[src/rtl/motor_pwm_driver_pkg.sv]
// ============================================================================
// Module      : rover_pwm_pkg
// Description : Shared constants and types for the rover motor PWM driver.
//               CW_DEFAULT    - default counter/duty width (matches counter)
//               PERIOD_20KHZ  - counterPeriod for 20 kHz PWM at 100 MHz clock
//               PERIOD_1KHZ   - counterPeriod for 1 kHz PWM at 100 MHz clock
//               state_t       - driver FSM encoding (STOP/RUN/DEAD)
// Options     : none (SOFT_START_EN is consumed by pwm_duty_shadow)
// Revision    : 1.0 - initial release
// ============================================================================
`timescale 1ns/1ps
`default_nettype none

package rover_pwm_pkg;

  localparam int          CW_DEFAULT   = 28;
  localparam logic [27:0] PERIOD_20KHZ = 28'd5000;
  localparam logic [27:0] PERIOD_1KHZ  = 28'd100000;

  typedef enum logic [1:0] {
    STOP = 2'd0,
    RUN  = 2'd1,
    DEAD = 2'd2
  } state_t;

endpackage

`default_nettype wire

[src/rtl/motor_pwm_driver_if.sv]
// ============================================================================
// Module      : motor_pwm_driver_if
// Description : Duty-request handshake between a duty source and the driver.
//               duty       - requested high-time in clocks (CW bits)
//               duty_valid - source has a duty request present
//               duty_ready - driver's pending-duty slot is empty
//               Transfer happens on a clock where duty_valid && duty_ready.
//               master : duty source    slave : motor_pwm_driver
// Options     : none
// Revision    : 1.0 - initial release
// ============================================================================
`timescale 1ns/1ps
`default_nettype none

interface motor_pwm_driver_if
  import rover_pwm_pkg::*;
#(
  parameter int CW = CW_DEFAULT
);

  logic [CW-1:0] duty;
  logic          duty_valid;
  logic          duty_ready;

  modport master (output duty, output duty_valid, input duty_ready);
  modport slave  (input duty, input duty_valid, output duty_ready);

endinterface

`default_nettype wire

[src/rtl/motor_pwm_driver_duty_shadow.sv]
// ============================================================================
// Module      : pwm_duty_shadow
// Description : Pending/active duty registers for the motor PWM driver.
//               A request is captured into the pending slot by handshake and
//               only becomes the active duty at a period boundary, so the
//               PWM waveform never changes shape mid-period.
// Ports       : clock, reset  - system clock, synchronous active-high reset
//               i_boundary    - high on the last count of a period
//               i_run         - driver FSM is in RUN
//               duty_if       - duty handshake (slave side)
//               o_active      - duty used by the PWM compare
// Options     : SOFT_START_EN - when defined, active ramps up toward the last
//               loaded duty by RAMP_STEP per boundary while running, drops to
//               a lower target immediately, and is cleared whenever the driver
//               is not in RUN. When undefined, RAMP_STEP and i_run are unused.
// Revision    : 1.0 - initial release
// ============================================================================
`timescale 1ns/1ps
`default_nettype none

module pwm_duty_shadow
  import rover_pwm_pkg::*;
#(
  parameter int CW        = CW_DEFAULT,
  parameter int RAMP_STEP = 64
) (
  input  logic              clock,
  input  logic              reset,
  input  logic              i_boundary,
  input  logic              i_run,
  motor_pwm_driver_if.slave duty_if,
  output logic [CW-1:0]     o_active
);

  logic [CW-1:0] r_pending;
  logic          r_pend_full;
  logic [CW-1:0] r_active;
  logic          w_accept;
  logic          w_load;

  // The slot is a single entry, so "ready" is exactly "slot empty".
  assign duty_if.duty_ready = ~r_pend_full;
  assign w_accept           = duty_if.duty_valid && ~r_pend_full;
  assign w_load             = i_boundary && r_pend_full;
  assign o_active           = r_active;

  // Accept and consume cannot coincide: accepting requires an empty slot,
  // consuming requires a full one.
  always_ff @(posedge clock) begin
    if (reset) begin
      r_pending   <= '0;
      r_pend_full <= 1'b0;
    end else if (w_accept) begin
      r_pending   <= duty_if.duty;
      r_pend_full <= 1'b1;
    end else if (w_load) begin
      r_pend_full <= 1'b0;
    end
  end

`ifdef SOFT_START_EN
  logic [CW-1:0] r_target;
  logic [CW-1:0] w_target_now;
  logic [CW:0]   w_sum;
  logic [CW-1:0] w_ramp;

  // A duty consumed at this boundary is already the target for this step.
  assign w_target_now = w_load ? r_pending : r_target;
  assign w_sum        = {1'b0, r_active} + (CW+1)'(RAMP_STEP);

  always_comb begin
    w_ramp = w_target_now;
    if ((w_target_now > r_active) && (w_sum < {1'b0, w_target_now})) begin
      w_ramp = w_sum[CW-1:0];
    end
  end

  always_ff @(posedge clock) begin
    if (reset) begin
      r_target <= '0;
      r_active <= '0;
    end else begin
      if (w_load) begin
        r_target <= r_pending;
      end
      if (!i_run) begin
        r_active <= '0;
      end else if (i_boundary) begin
        r_active <= w_ramp;
      end
    end
  end
`else
  logic w_unused_ramp;
  assign w_unused_ramp = ^{i_run, 32'(RAMP_STEP)};

  always_ff @(posedge clock) begin
    if (reset) begin
      r_active <= '0;
    end else if (w_load) begin
      r_active <= r_pending;
    end
  end
`endif

endmodule

`default_nettype wire

[src/rtl/motor_pwm_driver.sv]
// ============================================================================
// Module      : motor_pwm_driver
// Description : Drives one rover motor H-bridge from the shared up-counter.
//               PWM = count < active duty, direction changes go through a
//               whole-period dead-time window with PWM forced low.
// Ports       : clock, reset   - 100 MHz clock, synchronous active-high reset
//               enable         - 1 drive motor, 0 coast
//               counterPeriod  - period programmed into the upstream counter
//               countedUpTo    - live count, 0..counterPeriod-1
//               duty_if        - duty handshake (slave side)
//               dir_req        - requested direction (1 = forward)
//               pwm_out        - registered PWM to the bridge enable
//               dir_out        - registered direction to the bridge
//               period_tick    - pulse on the first output cycle of a period
//               busy           - high while in dead time
// Options     : SOFT_START_EN - duty ramp-up (see pwm_duty_shadow)
// Revision    : 1.0 - initial release
// ============================================================================
`timescale 1ns/1ps
`default_nettype none

module motor_pwm_driver
  import rover_pwm_pkg::*;
#(
  parameter int CW           = CW_DEFAULT,
  parameter int DEAD_PERIODS = 2,
  parameter int RAMP_STEP    = 64
) (
  input  logic              clock,
  input  logic              reset,
  input  logic              enable,
  input  logic [CW-1:0]     counterPeriod,
  input  logic [CW-1:0]     countedUpTo,
  motor_pwm_driver_if.slave duty_if,
  input  logic              dir_req,
  output logic              pwm_out,
  output logic              dir_out,
  output logic              period_tick,
  output logic              busy
);

  localparam int            DW          = (DEAD_PERIODS > 1) ? $clog2(DEAD_PERIODS) : 1;
  localparam logic [DW-1:0] c_DEAD_LAST = DW'(DEAD_PERIODS - 1);

  state_t        r_state;
  state_t        w_state_n;
  logic [DW-1:0] r_dead_cnt;
  logic [DW-1:0] w_dead_n;
  logic          r_dir;
  logic          w_dir_n;
  logic          r_pwm;
  logic          r_wrap_d;
  logic          r_tick;
  logic [CW-1:0] w_last;
  logic          w_wrap;
  logic [CW-1:0] w_active;

  // The boundary is the last count of a period: everything that changes
  // "at a boundary" lands in registers exactly as count 0 is presented, so
  // the first output cycle of the new period already uses the new state and
  // duty. period_tick (two stages later) lines up with that output cycle.
  assign w_last = (counterPeriod != '0) ? (counterPeriod - CW'(1)) : '0;
  assign w_wrap = (counterPeriod != '0) && (countedUpTo == w_last);

  pwm_duty_shadow #(
    .CW        (CW),
    .RAMP_STEP (RAMP_STEP)
  ) u_shadow (
    .clock      (clock),
    .reset      (reset),
    .i_boundary (w_wrap),
    .i_run      (r_state == RUN),
    .duty_if    (duty_if),
    .o_active   (w_active)
  );

  always_comb begin
    w_state_n = r_state;
    w_dead_n  = r_dead_cnt;
    w_dir_n   = r_dir;
    if (!enable) begin
      w_state_n = STOP;
    end else begin
      case (r_state)
        STOP: begin
          if (w_wrap) begin
            w_state_n = RUN;
          end
        end
        RUN: begin
          if (dir_req != r_dir) begin
            w_state_n = DEAD;
            w_dead_n  = '0;
          end
        end
        DEAD: begin
          // dir_req is only sampled on exit, so a request that reverts
          // mid-window still serves the full dead time.
          if (w_wrap) begin
            if (r_dead_cnt == c_DEAD_LAST) begin
              w_state_n = RUN;
              w_dir_n   = dir_req;
            end else begin
              w_dead_n = r_dead_cnt + DW'(1);
            end
          end
        end
        default: w_state_n = STOP;
      endcase
    end
  end

  always_ff @(posedge clock) begin
    if (reset) begin
      r_state    <= STOP;
      r_dead_cnt <= '0;
      r_dir      <= 1'b1;
      r_pwm      <= 1'b0;
      r_wrap_d   <= 1'b0;
      r_tick     <= 1'b0;
    end else begin
      r_state    <= w_state_n;
      r_dead_cnt <= w_dead_n;
      r_dir      <= w_dir_n;
      r_wrap_d   <= w_wrap;
      r_tick     <= r_wrap_d;
      // Requiring RUN now and next gives an immediate low on stop/reversal
      // and keeps the start aligned to the first count of a period.
      r_pwm      <= (r_state == RUN) && (w_state_n == RUN) &&
                    (counterPeriod != '0) && (countedUpTo < w_active);
    end
  end

  assign pwm_out     = r_pwm;
  assign dir_out     = r_dir;
  assign period_tick = r_tick;
  assign busy        = (r_state == DEAD);

endmodule

`default_nettype wire

[src/flat_wrapper.sv]
// flat-port wrapper written by rule: the top's interface ports become plain ports
module motor_pwm_driver_flat import rover_pwm_pkg::*;
#(
  parameter int CW           = CW_DEFAULT,
  parameter int DEAD_PERIODS = 2,
  parameter int RAMP_STEP    = 64
)
  (clock, reset, enable, counterPeriod, countedUpTo, dir_req, pwm_out, dir_out, period_tick, busy, duty_if_duty, duty_if_duty_valid, duty_if_duty_ready);
  motor_pwm_driver_if #(.CW(CW)) duty_if_i ();
  input  logic clock;
  input  logic reset;
  input  logic enable;
  input  logic [CW-1:0] counterPeriod;
  input  logic [CW-1:0] countedUpTo;
  input  logic dir_req;
  output logic pwm_out;
  output logic dir_out;
  output logic period_tick;
  output logic busy;
  input wire logic [$bits(duty_if_i.duty)-1:0] duty_if_duty;
  input wire logic [$bits(duty_if_i.duty_valid)-1:0] duty_if_duty_valid;
  output wire logic [$bits(duty_if_i.duty_ready)-1:0] duty_if_duty_ready;
  assign duty_if_i.duty = duty_if_duty;
  assign duty_if_i.duty_valid = duty_if_duty_valid;
  assign duty_if_duty_ready = duty_if_i.duty_ready;
  motor_pwm_driver #(.CW(CW), .DEAD_PERIODS(DEAD_PERIODS), .RAMP_STEP(RAMP_STEP)) u_core (.clock(clock), .reset(reset), .enable(enable), .counterPeriod(counterPeriod), .countedUpTo(countedUpTo), .duty_if(duty_if_i), .dir_req(dir_req), .pwm_out(pwm_out), .dir_out(dir_out), .period_tick(period_tick), .busy(busy));
endmodule
[config.mk]
export PLATFORM = sky130hd
export DESIGN_NAME = motor_pwm_driver_flat
export DESIGN_NICKNAME = d
export VERILOG_FILES = /design/src/rtl/motor_pwm_driver_pkg.sv /design/src/rtl/motor_pwm_driver_if.sv /design/src/rtl/motor_pwm_driver_duty_shadow.sv /design/src/rtl/motor_pwm_driver.sv /design/src/flat_wrapper.sv
export SDC_FILE = /design/constraint.sdc
export NUM_CORES = 1
export LEC_CHECK = 0
export BUFFER_PORTS_ARGS = -buffer_cell sky130_fd_sc_hd__buf_2
export CAP_MARGIN = 10
export CORE_AREA = 2 2 133 70
export DETAILED_ROUTE_END_ITERATION = 8
export DIE_AREA = 0 0 135 72
export PLACE_DENSITY = 0.82
export SYNTH_ARGS = -nofsm -noshare
export SYNTH_HDL_FRONTEND = slang
export SYNTH_HIERARCHICAL = 1
export SYNTH_SLANG_ARGS = --single-unit
[constraint.sdc]
create_clock -name clock -period 6.2 [get_ports clock]
set_input_delay 1.55 -clock clock [delete_from_list [all_inputs] [get_ports clock]]
set_output_delay 1.55 -clock clock [all_outputs]
set_load 0.05 [all_outputs]
### Yosys cells after proc, flatten, opt, wreduce, memory -nomap -nowiden

Index checks and enable logic that the tools add are counted.

| storage, ports and cells | value |
|---|---|
| register bits after elaboration | 64 |
| input bits | 89 |

| cells by class | value |
|---|---|
| mux-type cells | 13 |
| reductions and logical operators | 12 |
| equality and inequality tests | 7 |
| $add $sub $neg | 2 |
| $lt $le $gt $ge | 1 |
| bitwise operators | 1 |

Operators by type and width:

| cell | count |
|---|---|
| equality test 28 bit | 1 |
| < comparator 28 bit | 1 |
| 2-to-1 mux 28 bit | 1 |
| nonzero test 28 bit | 1 |
| subtractor 28 x 1 -> 28 bit, second input constant | 1 |
| 2-to-1 mux 2 bit | 5 |
| AND reduction 4 bit | 2 |
| logical AND 1 bit | 6 |
| case mux 2 bit (3 select lines) | 1 |
| 2-to-1 mux 1 bit | 5 |
| equality test 2 x 1 -> 1 bit, second input constant | 2 |
| inequality test 2 x 1 -> 1 bit, second input constant | 2 |
| nonzero test 2 bit | 2 |
| equality test 2 bit, second input constant | 1 |
| zero test 2 bit | 1 |
| case mux 1 bit (2 select lines) | 1 |
| adder 1 bit, second input constant | 1 |
| inequality test 1 bit | 1 |
| inverter 1 bit | 1 |

### Logic depth before layout (Yosys ltp)

Gate-level depths: netlist (run 1).

| logic depth | value |
|---|---|
| word-level depth | 11 |
| gate-level depth with buffers | 14 |
| gate-level depth less buffers | 11 |

### Modules after synthesis

The synthesis (run 1) kept the hierarchy.

By module, submodules not included:

| module | sequential area each (µm²) | area each (µm²) | instances | cells each |
|---|---|---|---|---|
| pwm_duty_shadow | 1141.1 | 2386.0 | 1 | 224 |
| motor_pwm_driver | 140.1 | 2343.5 | 1 | 323 |

### Least setup slack after synthesis (run 1)

Ideal clock, no wire load.

| timing | value |
|---|---|
| path type | input -> register |
| start point | in counterPeriod[0] |
| end point | reg u_core.u_shadow.r_active[23] (netlist: u_core/u_shadow/o_active[23]) |
| arrival time | 4827 ps |
| path slack | 1301 ps |
| library setup time | 72 ps |
| buffers on the path | 2 |
| stages on the path | 13 |
| path through | clkbuf_1 -> inv_1 -> ha_1 -> nor3b_1 -> nand4_1 -> or4_1 -> and3_1 -> a2111o_1 -> a2111oi_0 -> and3_1 -> and2_1 -> clkbuf_1 -> mux2i_1 |

| between the ends | value |
|---|---|
| longest elaborated chain between the ends | 5 |
| elaborated cells between the ends (all ways) | 6 |
| those cells by class | 1 x add/sub; 1 x eq/ne; 1 x mux; 3 x reduce/logical |

RTL lines:

| element | RTL line | text |
|---|---|---|
| start: declaration | flat_wrapper.sv:13 | `input logic [CW-1:0] counterPeriod;` |
| subtractor 28 x 1 -> 28 bit or nonzero test 28 bit (tied branches) | motor_pwm_driver.sv:62, motor_pwm_driver.sv:63 |  |
| 2-to-1 mux 28 bit | motor_pwm_driver.sv:62 | `assign w_last = (counterPeriod != '0) ? (counterPeriod - CW'(1)) : '0;` |
| equality test 28 bit | motor_pwm_driver.sv:63 | `assign w_wrap = (counterPeriod != '0) && (countedUpTo == w_last);` |
| logical AND 1 bit * | motor_pwm_driver.sv:63 |  |
| net u_core.w_wrap | motor_pwm_driver.sv:55 | `logic w_wrap;` |
| logical AND 1 bit * | motor_pwm_driver_duty_shadow.sv:44 | `assign w_load = i_boundary && r_pend_full;` |
| end signal: assignment | motor_pwm_driver_duty_shadow.sv:101 | `r_active <= r_pending;` |
| end: declaration | motor_pwm_driver_duty_shadow.sv:37 | `logic [CW-1:0] r_active;` |

The timed path passes the listed nets; every way through them passes the cells marked *.
A chain may end at the register's enable or synchronous reset.

### Worst setup path in the final report (run 1)

| timing | value |
|---|---|
| start point | in counterPeriod[0] |
| end point | reg u_core.u_shadow.r_active[0] (netlist: u_core/u_shadow/o_active[0]) |

Same word-level chain as after synthesis.

==> results of run 1 <==
[through the flow]
step / utilization [%] / instances / worst slack (ns)
after floorplan: - / 547 / 1.301
after global placement: 61.16 / 731 / 0.9304
after detailed placement: 61.16 / 731 / 0.8087
after CTS: 64.41 / 745 / 1.122
after global routing: 64.41 / 745 / 0.6916
final: 64.41 / 745 / 1.001
[critical path, cell delays in order]
cell and delay (ns):
buf_2 0.15, inv_1 0.07, ha_1 0.25, nor3b_1 0.64, nand3_1 0.39, or3_1 0.58, nor4_1 0.24, o211ai_1 0.12
nor4_1 0.46, and3_1 0.38, nand2_4 0.30, mux2i_1 0.29
[routing by layer]
metal | up-vias | routed length [um] | global-route usage [%]
li1 | 2176 | - | -
met1 | 2040 | 5980 | 36.13
met2 | 177 | 5209 | 39.48
met3 | 22 | 969 | 5.730
met4 | 0 | 214 | 8.449
met5 | - | 0 | 0
[cell families (layout without fill, tap and decap cells)]
kind of cell               after synthesis  in the layout  synth area share [%]
AOI/OAI and AO/OA                      114            114                 16.80
xor gates and xnor gates                27             27                 5.000
adders and majority gates               33             33                 8.677
buffers and inverters                   68            149                 6.217
DFF                                     64             64                 27.09
muxes                                   30             30                 6.349
and+or+nand+nor                        211            211                 29.87
[final cells by class]
| type | instances | area, um^2 |
|---|---|---|
| Tap cell | 117 | 146.4 |
| Clock inverter | 4 | 47.55 |
| Fill cell | 716 | 3035 |
| Sequential cell | 64 | 1281 |
| Inverter | 39 | 146.4 |
| Clock buffer | 10 | 229.0 |
| Multi-Input combinational cell | 415 | 3154 |
| Timing Repair Buffer | 96 | 488.0 |
[state kept, by name, summed over array words and instances, names as in the netlist]
signal / flops
u_core/r_dead_cnt: 1
u_core/u_shadow/o_active: 28
u_core/pwm_out: 1
u_core/dir_out: 1
u_core/period_tick: 1
u_core/r_state: 2
u_core/u_shadow/r_pend_full: 1
u_core/r_wrap_d: 1
u_core/u_shadow/r_pending: 28
[where the power goes]
| group | switching, uW | internal, uW |
|---|---|---|
| registers | 7.29 | 424 |
| logic | 93.5 | 81.0 |
| clock network | 162 | 304 |
[Yosys cell counts (14+ instances only)]
master	instances	share of area [%]
a21oi_1	14	1.5
xnor2_1	21	3.9
inv_1	39	3.1
o21ai_0	25	2.6
nand4bb_1	28	6.7
nand2b_1	60	7.9
nor2_1	18	1.4
dfxtp_1	64	27
mux2i_1	30	6.3
clkbuf_1	18	1.4
ha_1	32	8.5
nand4_1	14	1.9
[final timing paths]
| path | from | to | slack, ns | depth (start not counted) |
|---|---|---|---|---|
| setup / recovery | counterPeriod[0] | u_core/u_shadow/o_active[0]$_SDFFE_PP0P_ | 1.00 | 12 |
| hold reg to reg | u_core/r_wrap_d$_SDFF_PP0_ | u_core/period_tick$_SDFF_PP0_ | 0.46 | 1 |
| setup reg to reg | u_core/u_shadow/o_active[1]$_SDFFE_PP0P_ | u_core/pwm_out$_SDFF_PP0_ | 3.88 | 10 |
| hold / removal | u_core/r_wrap_d$_SDFF_PP0_ | u_core/period_tick$_SDFF_PP0_ | 0.46 | 1 |
==> impl_metrics.json, run 1 <==
{
  "cts_buffer_depth": 2,
  "slew_violations": 0,
  "start_kind": "input pin",
  "layout.nets": 746,
  "fp.coreArea_um2": 8528,
  "fin_area_um2": 5493,
  "portBuffers": 93,
  "cts_resized": 0,
  "ys_ff_latch": 64,
  "cts.sinks": 64,
  "fin_total_pwr_uw": 1072,
  "finalHoldViolCount": 0,
  "insertion_delay_ns": 0.32,
  "start_util_pct": 55.46,
  "fp.dieArea_um2": 9720,
  "syn_nets": 668,
  "die_w_um": 135,
  "grt-ovfl-total": 0,
  "synth_edf_count": 0,
  "numCtsBuffers": 9,
  "finClkSkew_ns": 0.006415,
  "worstPathRequired_ns": 6.44,
  "io_pins": 94,
  "cap_violations": 0,
  "rows": 24,
  "critical_path.max_fanout": 24,
  "rsz0062_at_grt": "no",
  "syn_area_um2": 4730,
  "fin_crit_sh_pct": 83.86,
  "worst-slew-pin-transition_ns": 1.024,
  "totalWireLength_mm": 12.37,
  "power-per-cell-area_nw_per_um2": 195.2,
  "antenna_found_initial": 0,
  "synthCells": 547,
  "grt_pass1_vias": 4042,
  "cts_hold_buf": 0,
  "die_h_um": 72,
  "final_layout_size_suffix_gt1_share_pct": 19.11,
  "layout_commonest_cell": "buf_2",
  "hold_path.class": "reg2reg",
  "avgViaCountPerCell": 5.926,
  "place_area_um2": 5216,
  "drtPass1Iterations": 4,
  "post-cts-setup-buffers": 0,
  "peakVddDrop_mv": 0.1786,
  "setup.worst_path.end_class": "flip-flop",
  "setup_tns_ns": 0,
  "drtIter0Drc": 355,
  "worstPathArrival_ns": 5.44,
  "layout_common_cells": "buf_2, dfxtp_1, nand2b_1",
  "crit_type": "in2reg",
  "synth-main-ff-cell": "dfxtp_1",
  "drc": 0,
  "setup-violations-final": 0,
  "synth.distinct_cells": 63,
  "slew_headroom_pct": 31.75,
  "dpl.hpwl_mm": 9.456,
  "grt_max_degree": 89,
  "p_leak_uw": 0.002207,
  "grt_pass1_wl_mm": 19.94,
  "gp_congestion": 0.9314,
  "tritoncts": "built",
  "drtAntennaViolNets": 0,
  "diodes": 0,
  "max_freq_mhz": 192.3,
  "num_vias": 4415,
  "cts_htree_levels": 3,
  "avgSynthCellArea_um2": 8.646,
  "areaGrowthSynthToFinish_pct": 16.14,
  "yosysWarnings": 6,
  "synth-async-reset-ratio_pct": 0,
  "period_minus_slack_ns": 5.199,
  "ys_seq_area_share_pct": 27.09,
  "status": "finished clean",
  "whs_ns": 0.4552,
  "cts_root_buffer": "clkbuf_16",
  "grt_usage_pct": 25.72,
  "wl_per_cell_um": 16.61,
  "clkSlewWorstSetupHoldPaths_ns": 0.05
}
Power figures use the tool's default switching activity.
==> run 2: changes to the inputs <==
==> constraint.sdc (replaced) <==
create_clock -name clock -period 5.29 [get_ports clock]
set_input_delay 1.3225 -clock clock [delete_from_list [all_inputs] [get_ports clock]]
set_output_delay 1.3225 -clock clock [all_outputs]
set_load 0.05 [all_outputs]
==> impl_metrics.json, run 2 (synthesis gave the netlist of run 1 again) <==
{
  "finalHoldViolCount": 0,
  "layout.nets": 749,
  "wl_per_cell_um": 17.10,
  "grt-ovfl-total": 0,
  "slew_headroom_pct": 32.10,
  "swShare_pct": 24.30,
  "setup_tns_ns": 0,
  "cts_buffer_depth": 2,
  "diodes": 0,
  "worst-slew-pin-transition_ns": 1.018,
  "rows": 24,
  "cts_hold_buf": 0,
  "combPwrFrac_pct": 15.6,
  "setup.worst_path.end_class": "flip-flop",
  "die_w_um": 135,
  "reg2reg_to": "u_core/pwm_out$_SDFF_PP0_",
  "cap_violations": 0,
  "io_pins": 94,
  "power-per-cell-area_nw_per_um2": 239.0,
  "final_layout_size_suffix_gt1_share_pct": 19.59,
  "slew_violations": 0,
  "fp.dieArea_um2": 9720,
  "period_minus_slack_ns": 4.853,
  "layout_commonest_cell": "buf_2",
  "grt_usage_pct": 26.23,
  "fp.coreArea_um2": 8528,
  "layout_setup_ws_ns": 0.4370,
  "fin_crit_sh_pct": 91.74,
  "cts_resized": 0,
  "numCtsBuffers": 9,
  "reg2regPathDepth": 10,
  "dp_slack_ns": 0.2741,
  "fin_util_pct": 65.11,
  "r2r-start": "u_core/u_shadow/o_active[1]$_SDFFE_PP0P_",
  "rsz0062_at_grt": "no",
  "power_frac_clock_pct": 46.3,
  "insertion_delay_ns": 0.32,
  "dpl.hpwl_mm": 9.652,
  "status": "finished clean",
  "layout.cells.non_filler": 750,
  "cts.sinks": 64,
  "crit_type": "in2reg",
  "layout_common_cells": "buf_2, dfxtp_1, nand2b_1",
  "grt_pass1_vias": 4168,
  "drtPass1Iterations": 7,
  "tritoncts": "built",
  "p_leak_uw": 0.002237,
  "antenna_found_initial": 0,
  "clkSlewWorstSetupHoldPaths_ns": 0.05,
  "seqPwrFrac_pct": 38.1,
  "reg2reg_slack_ns": 2.83,
  "drtAntennaViolNets": 0,
  "cts_root_buffer": "clkbuf_16",
  "start_kind": "input pin",
  "hp-start": "u_core/r_wrap_d$_SDFF_PP0_",
  "hold_path.class": "reg2reg",
  "totalWireLength_mm": 12.83,
  "whs_ns": 0.4428,
  "critical_path.max_fanout": 24,
  "cts_htree_levels": 3,
  "setup-violations-final": 0,
  "grt_max_degree": 89,
  "areaGrowthSynthToFinish_pct": 17.41,
  "place_inst": 734,
  "gp_congestion": 0.9524,
  "start_util_pct": 55.46,
  "avgViaCountPerCell": 5.957,
  "holdPathStages": 1,
  "num_vias": 4468,
  "p_int_uw": 1005,
  "finClkSkew_ns": 0.004356,
  "die_h_um": 72,
  "portBuffers": 93,
  "peakVddDrop_mv": 0.1456,
  "switchingPower_uw": 322.5,
  "worstPathRequired_ns": 5.52,
  "grt_pass1_wl_mm": 20.40,
  "drc": 0,
  "drtIter0Drc": 477,
  "post-cts-setup-buffers": 0,
  "worstPathArrival_ns": 5.08,
  "max_freq_mhz": 206.1,
  "min_to": "u_core/period_tick$_SDFF_PP0_"
}
run 2: layout make-up:
type,count,area (um^2)
clock buffers,11,232.7
clock inverters,5,81.33
fillers,710,2975
inverters,39,146.4
multi-input cells,415,3154
flip-flops and latches,64,1281
well taps,117,146.4
repair buffers,99,510.5
run 2: worst max path at each step:
stage	end	depth (start not counted)	startpoint
after detailed placement	u_core/u_shadow/o_active[8]$_SDFFE_PP0P_	12	counterPeriod[0]
final	u_core/u_shadow/o_active[18]$_SDFFE_PP0P_	12	counterPeriod[0]
after floorplan	u_core/u_shadow/o_active[23]$_SDFFE_PP0P_	13	counterPeriod[0]
after CTS	u_core/u_shadow/o_active[18]$_SDFFE_PP0P_	12	counterPeriod[0]
after global routing	u_core/u_shadow/o_active[18]$_SDFFE_PP0P_	12	counterPeriod[0]
after global placement	u_core/u_shadow/o_active[5]$_SDFFE_PP0P_	12	counterPeriod[0]
run 2: power by group through the flow:
stage | clock network [uW] | logic, uW | registers (uW)
after detailed placement | 0 | 203 | 515
after global routing | 638 | 227 | 507
final | 614 | 207 | 505
after CTS | 620 | 204 | 506
after global placement | 0 | 199 | 514
after floorplan | 0 | 127 | 510
run 2: layer usage:
metal | vias to the layer above | part of all wire [%] | GRT usage [%]
li1 | 2191 | - | -
met1 | 2043 | 47 | 36.41
met2 | 208 | 43 | 41.68
met3 | 26 | 7.7 | 4.822
met4 | 0 | 1.6 | 8.681
met5 | - | 0 | 0
run 2: metrics by stage:
stage / power, uW / cell area [um^2]
after floorplan: 637.6 / 4730
after global placement: 713.5 / 5239
after detailed placement: 717.9 / 5239
after CTS: 1330 / 5553
after global routing: 1373 / 5553
final: 1327 / 5553
run 2: worst max-delay path, cell delays in order:
cell	delay, ns
buf_2	0.14
inv_1	0.07
ha_1	0.26
nor3b_1	0.61
nand3_1	0.33
nor4_1	0.41
xnor2_1	0.11
a2111o_1	0.48
a2111oi_0	0.37
and3_1	0.37
nand2_4	0.29
mux2i_1	0.33
